`src/rtl/sha256_compress.sv`:
```
// rtl/sha256_compress.sv - SHA-256 compression engine fed by a schedule word stream
//
// Purpose: performs one SHA-256 round per accepted schedule word W[0..63].
// After the last round, it adds the working variables to the starting hash.
// It registers the result as a 256-bit digest. The K constant table and the
// standard IV are held internally.
//
// Ports:
//   clk          rising-edge clock
//   rst          synchronous reset, active-low
//   start        one-cycle pulse that begins a new block (honoured in IDLE/DONE)
//   w_in         schedule word W[t], presented in order t=0..63
//   w_valid      w_in is valid this cycle
//   w_ready      engine accepts w_in this cycle (transfer = w_valid & w_ready)
//   digest       {H0..H7}, H0 in bits [255:224]
//   digest_valid digest is final and stable
//   busy         engine is in ROUND or FINAL
//
// Parameter CHAIN: 0 starts every block from the IV; 1 starts each block from
// the previous digest (the IV is restored only by reset).
module sha256_compress #(
  parameter int CHAIN = 0
) (
  input  logic         clk,
  input  logic         rst,
  input  logic         start,
  input  logic [31:0]  w_in,
  input  logic         w_valid,
  output logic         w_ready,
  output logic [255:0] digest,
  output logic         digest_valid,
  output logic         busy
);

  localparam logic [255:0] IV = {
    32'h6a09e667, 32'hbb67ae85, 32'h3c6ef372, 32'ha54ff53a,
    32'h510e527f, 32'h9b05688c, 32'h1f83d9ab, 32'h5be0cd19
  };

  localparam logic [31:0] K [0:63] = '{
    32'h428a2f98, 32'h71374491, 32'hb5c0fbcf, 32'he9b5dba5,
    32'h3956c25b, 32'h59f111f1, 32'h923f82a4, 32'hab1c5ed5,
    32'hd807aa98, 32'h12835b01, 32'h243185be, 32'h550c7dc3,
    32'h72be5d74, 32'h80deb1fe, 32'h9bdc06a7, 32'hc19bf174,
    32'he49b69c1, 32'hefbe4786, 32'h0fc19dc6, 32'h240ca1cc,
    32'h2de92c6f, 32'h4a7484aa, 32'h5cb0a9dc, 32'h76f988da,
    32'h983e5152, 32'ha831c66d, 32'hb00327c8, 32'hbf597fc7,
    32'hc6e00bf3, 32'hd5a79147, 32'h06ca6351, 32'h14292967,
    32'h27b70a85, 32'h2e1b2138, 32'h4d2c6dfc, 32'h53380d13,
    32'h650a7354, 32'h766a0abb, 32'h81c2c92e, 32'h92722c85,
    32'ha2bfe8a1, 32'ha81a664b, 32'hc24b8b70, 32'hc76c51a3,
    32'hd192e819, 32'hd6990624, 32'hf40e3585, 32'h106aa070,
    32'h19a4c116, 32'h1e376c08, 32'h2748774c, 32'h34b0bcb5,
    32'h391c0cb3, 32'h4ed8aa4a, 32'h5b9cca4f, 32'h682e6ff3,
    32'h748f82ee, 32'h78a5636f, 32'h84c87814, 32'h8cc70208,
    32'h90befffa, 32'ha4506ceb, 32'hbef9a3f7, 32'hc67178f2
  };

  typedef enum logic [1:0] {
    IDLE  = 2'd0,
    ROUND = 2'd1,
    FINAL = 2'd2,
    DONE  = 2'd3
  } state_t;

  state_t state;
  state_t state_next;

  logic [5:0]   t;
  logic [31:0]  a, b, c, d, e, f, g, h;
  logic [255:0] chain;
  logic [255:0] h_start;
  logic [255:0] h_sum;
  logic         beat;
  logic         launch;

  logic [31:0]  sigma1, ch, t1, sigma0, maj, t2;

  // State register
  always_ff @(posedge clk) begin
    if (!rst) begin
      state <= IDLE;
    end else begin
      state <= state_next;
    end
  end

  // Next-state and handshake outputs
  always_comb begin
    state_next = state;
    w_ready    = 1'b0;
    busy       = 1'b0;
    case (state)
      IDLE, DONE: begin
        if (start) begin
          state_next = ROUND;
        end
      end
      ROUND: begin
        w_ready = 1'b1;
        busy    = 1'b1;
        if (w_valid && (t == 6'd63)) begin
          state_next = FINAL;
        end
      end
      FINAL: begin
        busy       = 1'b1;
        state_next = DONE;
      end
      default: state_next = IDLE;
    endcase
  end

  assign beat   = w_valid && w_ready;
  assign launch = start && ((state == IDLE) || (state == DONE));

  // The chaining register is untouched while a block runs, so it also serves
  // as the feed-forward operand in FINAL.
  assign h_start = (CHAIN != 0) ? chain : IV;

  // One round of the compression function
  assign sigma1 = {e[5:0], e[31:6]} ^ {e[10:0], e[31:11]} ^ {e[24:0], e[31:25]};
  assign ch     = (e & f) ^ (~e & g);
  assign t1     = h + sigma1 + ch + K[t] + w_in;
  assign sigma0 = {a[1:0], a[31:2]} ^ {a[12:0], a[31:13]} ^ {a[21:0], a[31:22]};
  assign maj    = (a & b) ^ (a & c) ^ (b & c);
  assign t2     = sigma0 + maj;

  // Feed-forward addition of the working variables
  assign h_sum = {
    h_start[255:224] + a, h_start[223:192] + b,
    h_start[191:160] + c, h_start[159:128] + d,
    h_start[127:96]  + e, h_start[95:64]   + f,
    h_start[63:32]   + g, h_start[31:0]    + h
  };

  always_ff @(posedge clk) begin
    if (!rst) begin
      t            <= 6'd0;
      a            <= 32'd0;
      b            <= 32'd0;
      c            <= 32'd0;
      d            <= 32'd0;
      e            <= 32'd0;
      f            <= 32'd0;
      g            <= 32'd0;
      h            <= 32'd0;
      digest       <= 256'd0;
      digest_valid <= 1'b0;
      chain        <= IV;
    end else if (launch) begin
      t            <= 6'd0;
      a            <= h_start[255:224];
      b            <= h_start[223:192];
      c            <= h_start[191:160];
      d            <= h_start[159:128];
      e            <= h_start[127:96];
      f            <= h_start[95:64];
      g            <= h_start[63:32];
      h            <= h_start[31:0];
      digest_valid <= 1'b0;
    end else if (beat) begin
      // t wraps to 0 on the last word; it is reloaded on the next start anyway.
      t <= t + 6'd1;
      h <= g;
      g <= f;
      f <= e;
      e <= d + t1;
      d <= c;
      c <= b;
      b <= a;
      a <= t1 + t2;
    end else if (state == FINAL) begin
      digest       <= h_sum;
      chain        <= h_sum;
      digest_valid <= 1'b1;
    end
  end

endmodule

```
`config.mk`:
```
export PLATFORM = sky130hd
export DESIGN_NAME = sha256_compress
export DESIGN_NICKNAME = d
export VERILOG_FILES = /design/src/rtl/sha256_compress.sv
export SDC_FILE = /design/constraint.sdc
export NUM_CORES = 2
export LEC_CHECK = 0
export CORE_UTILIZATION = 42
export DETAILED_ROUTE_END_ITERATION = 10
export GPL_TIMING_DRIVEN = 0
export SLEW_MARGIN = 20
export SYNTH_ARGS = -nofsm -noshare
export SYNTH_HDL_FRONTEND = slang
export SYNTH_SLANG_ARGS = --single-unit
```
`constraint.sdc`:
```
create_clock -name clk -period 7.87 [get_ports clk]
set_input_delay 1.9675 -clock clk [delete_from_list [all_inputs] [get_ports clk]]
set_output_delay 1.9675 -clock clk [all_outputs]
set_load 0.05 [all_outputs]
```
[Yosys cells after proc, flatten, opt, wreduce, memory -nomap -nowiden]
Memories as Yosys holds them, arrays and structs flattened.
Index checks and enable logic that the tools add are counted.
Storage, ports and cells
  memory bits (read-only): 2048
  bits in registers: 521
  bits of input ports: 36
  memories: 1
  output and inout bits: 259
  logic and storage cells: 96
Memories
  (name not given): words 64, bits a word 32, read ports 1, clocked after Yosys merged registers in 0, write ports 0, RTL line 124  | assign t1 = h + sigma1 + ch + K[t] + w_in;
Cells by class
  reduce and logical (&&, ||, !) cells: 12
  $add $sub $neg: 16
  order comparisons: 1
  mux-type cells: 23
  bitwise operators: 17
  equal/unequal tests: 6
Operators by type and width (count)
  $mux W32: 8
  $add A32 B32 Y32: 7
  $xor A32 B32 Y32: 7
  $mux W31: 6
  $and A32 B32 Y32: 5
  $add A31 B32 Y32 const A: 3
  $add A32 B32 Y32 const A: 3
  $mux W30: 2
  $mux W29: 2
  $add A29 B32 Y32 const A: 1
  $add A30 B32 Y32 const A: 1
  $not A32 Y32: 1
  $ge A7 B7 Y1 const B: 1
  $not A6 Y7: 1
  $add A6 B1 Y6 const B: 1
  $eq A6 B6 Y1 const B: 1
  $pmux W2 S3: 1
  $reduce_or A2 Y1: 3
  $eq A2 B2 Y1 const B: 2
  $mux W2: 2
  $ne A2 B2 Y1 const B: 2
  $reduce_and A2 Y1: 2
  $logic_and A1 B1 Y1: 3
  $not A1 Y1: 3
  other kinds (6): 7

[Longest topological paths before layout]
  depth after elaboration: 9
  mapped depth: 34
  mapped depth without buffers: 33

[Worst setup path before layout]
OpenSTA, ideal clock, no wires.
  path type: input -> register
  from: input w_in[1]
  to: register a[31]
  path slack: -0.642 ns
  setup time: 0.070 ns
  data required time: 7.800 ns
  arrival: 8.442 ns
  path buffers: 0
  stages: 27
  path through: inv_1 -> fa_1 -> fa_1 -> fa_1 -> inv_1 -> ha_1 -> fa_1 -> a211oi_1 -> o21ai_0 -> a41oi_2 -> a21oi_1 -> a311oi_1 -> o21bai_1 -> a21o_1 -> a21oi_1 -> xnor2_1 -> fa_1 -> ha_1 -> a21o_1 -> a21o_1 -> a21o_1 -> a21o_2 -> a221o_2 -> a221o_1 -> a21oi_2 -> xnor3_1 -> a21oi_1
On the way
  longest elaborated chain between the ends: 2
Ends and longest elaborated chain
  from (decl): RTL line 27  | input logic [31:0] w_in,
  $add A32 B32 Y32: RTL line 124
  $add A32 B32 Y32: RTL line 172  | a <= t1 + t2;
  to (signal assigned): RTL line 153  | a <= h_start[255:224];
  to (signal assigned): RTL line 172
  to (decl): RTL line 70  | logic [31:0] a, b, c, d, e, f, g, h;
No other way between the ends.
A chain may end at the register's enable or synchronous reset.

[Worst setup path after layout]
  from: register t[1]
  to: register a[31]
On the way
  longest elaborated chain between the ends: 7
Ends and longest elaborated chain
  from (decl): RTL line 69  | logic [5:0] t;
  from (signal assigned): RTL line 164  | t <= t + 6'd1;
  $not A6 Y7 (not written as such): RTL line 124
  $mem_v2 Z64 W32
  $mux W32 (not written as such) (2 in series): RTL line 124
  $add A32 B32 Y32 (2 in series): RTL line 124
  $add A32 B32 Y32: RTL line 172
No other way between the ends. The select of a mux whose other input is x is not followed.

==> impl_metrics.tcl <==
set metrics [dict create \
    outcome "finished with violations" \
    violations "negative setup slack" \
    ys_async_sr_fraction_pct 0 \
    rsz0062_at_grt "true" \
    cp.required_ns 8.42 \
    placed_area_sq_mm 0.03951 \
    core_area_sq_mm 0.08237 \
    clock_skew_ns 0.08814 \
    synth_area_leaders "dfxtp_1 30%, nand2_1 7.2%, fa_1 7.2%, xnor2_1 6.4%, a21oi_1 5.3%" \
    numCtsBuffers 60 \
    path_class "flip-flop to flip-flop" \
    syn_nets 4780 \
    drtPass1Iterations 9 \
    cp.arrival_ns 8.58 \
    synth.most_common_cell "nand2_1" \
    root_buffer "clkbuf_16" \
    syn_area_sq_mm 0.03512 \
    start_util_pct 42.64 \
    maxCapViolCount 0 \
    ctsHoldBuffers 0 \
    syn_inst 4487 \
    synth_edf_count 0 \
    clk_path_buf_depth 3 \
    die_h_um 291.2 \
    viasPerCell 6.102 \
    fin_nets 5177 \
    hold_viol 0 \
    drt_iter0_markers 4847 \
    die_area_sq_mm 0.08478 \
    path_common_cell "a21o_1" \
    start_kind "flip-flop" \
    ios 295 \
    layout-area-overhead-vs-synth_pct 22.39 \
    slew_headroom_pct 20.60 \
    maxSlewViolCount 0 \
    fin_ws_ns -0.1562 \
    finalSetupViolations 4 \
    slowest_stage "fa_1" \
    num_rows 105 \
    cts_tree "done" \
    synth_fa_ha_area_share_pct 12.33 \
    synth_top_family_by_area "compound AO/OA/AOI/OAI gates" \
    clk_pin_slew_ns 0.06 \
    cp-end-kind "flip-flop" \
    drive_gt1_share_pct 8.999 \
    fin_crit_sh_pct 102.0 \
    grtUsageTotal_pct 39.99 \
    cp_max_fo 14 \
    synth-seq-cells 521 \
    synth-simple-area-share_pct 16.49 \
    max_stage_delay_ns 0.61 \
    gr-total-overflow 0 \
    grt_pass1_wl_um 246000 \
    synth_top_area_share_pct 29.70 \
    gp_congestion 1.046 \
    fin_area_sq_mm 0.04298 \
    yosysWarnings 0 \
    yosysTopAreaCell "dfxtp_1" \
    drt-total-wl_um 175300 \
    max_freq_ghz 0.1246 \
    grt_max_degree 24 \
    synth-xor-area-share_pct 9.616 \
    synthMuxAreaShare_pct 3.271 \
    clk_latency_ns 0.71 \
    io_buffers 294 \
    worstMarginPinSlew_ns 1.191 \
    synth_commonest_cells "677 x nand2_1, 521 x dfxtp_1, 389 x nor2_1" \
    cts.sinks 521 \
    vias 36640 \
    die_x_um 291.2 \
    synth_ff_type "dfxtp_1" \
    synth-compound-area-share_pct 21.82 \
    synth_cell_types 90 \
    min-delay-path-class "flip-flop to flip-flop" \
    period_minus_slack_ns 8.026 \
    hpwl_um 136400 \
    fillerInstances 8003 \
    antenna_found_initial 3 \
    remaining_drc_errors 0 \
    syn-mean-instance-area_sq_um 7.827 \
    avgRoutedWirePerCell_um 29.20 \
    htree_levels 2 \
    grt_pass1_vias 33520 \
    drtAntennaViolNets 0 \
    synth_seq_area_share_pct 29.70 \
]
[path summary, 6_finish.rpt]
path	to	depth (start not counted)	from	slack, ns
max	a[31]	31	t[1]	-0.16
max reg2reg	a[31]	31	t[1]	-0.16
min reg2reg	digest_valid	2	digest_valid	0.47
min	digest_valid	2	digest_valid	0.47
[sequential cells by signal, summed over array words and instances (netlist names)]
register and count:
state 2, e 32, h 32, b 32
g 32, digest 256, a 32, t 6
d 32, c 32, f 32, digest_valid 1
[worst max-delay path: cells and delay by family (launching register included)]
family          cells  cell delay (ns)
flops               1             0.49
compound gates     19             3.84
fa+ha+maj           5             2.10
xor+xnor            2             0.35
buf+inv             5             1.12
[layer usage]
| metal | share of wire, % | vias to the layer above | GRT usage (%) | wire (um) |
|---|---|---|---|---|
| li1 | - | 16150 | - | - |
| met1 | 41 | 17610 | 55.57 | 71970 |
| met2 | 42 | 2421 | 59.03 | 73810 |
| met3 | 11 | 455 | 7.620 | 19690 |
| met4 | 5.6 | 4 | 19.65 | 9803 |
| met5 | 0.033 | - | 0 | 57 |
[cells in the final DEF (no fill, tap or decap), types with 67 or more instances in the layout]
cell type / n
clkdlybuf4s50_1: 285
clkbuf_1: 266
o21ai_0: 213
inv_1: 246
mux2i_1: 81
xnor2_1: 239
dfxtp_1: 518
nand2_1: 674
ha_1: 97
nor2_1: 387
nand3_1: 67
a21oi_1: 354
xor2_1: 124
a211oi_1: 101
a31oi_1: 140
fa_1: 118
[cells by family after synthesis]
logic type / after synthesis
simple gates: 1371
mux: 108
flops: 521
buf+inv: 626
fa+ha+maj: 274
compound gates: 1203
xor+xnor: 384
[metrics by stage]
stage / hold slack, ns / utilization (%) / instances / TNS [ns] / worst slack (ns)
6_report: 0.4673 / 52.18 / 6005 / -0.4661 / -0.1562
5_1_grt: 0.4814 / 52.18 / 6004 / -1.659 / -0.3192
4_1_cts: 0.4688 / 51.66 / 5989 / -0.5398 / -0.2575
3_5_place_dp: 0.4590 / 47.97 / 5851 / -67.70 / -2.287
3_3_place_gp: 0.4569 / 47.96 / 5851 / -85.27 / -2.649
2_1_floorplan: 0.4486 / - / 4487 / -0.08990 / -0.08990
[timing repair]
item | 4_1_cts | 5_1_grt
pin swaps | 62 | 77
setup buffers | 31 | 16
gates resized for setup | 161 | 95
setup endpoints to repair | 52 | 25
cloned | 0 | 0
[area by class of cell]
class	instances	area (sq um)	area share [%]
multi-input cells	3340	23260	54.12
flip-flops and latches	521	10440	24.29
repair buffers	341	3329	7.746
clock buffers	86	1749	4.069
plain buffers	341	1374	3.196
well taps	1070	1339	3.115
inverters	279	1072	2.495
clock inverters	26	414.1	0.9635
diodes	1	2.502	0.005822
Power is left out: the tool's default activity adds up to more than one toggle a clock period on the data nets, which glitch-free logic cannot reach.
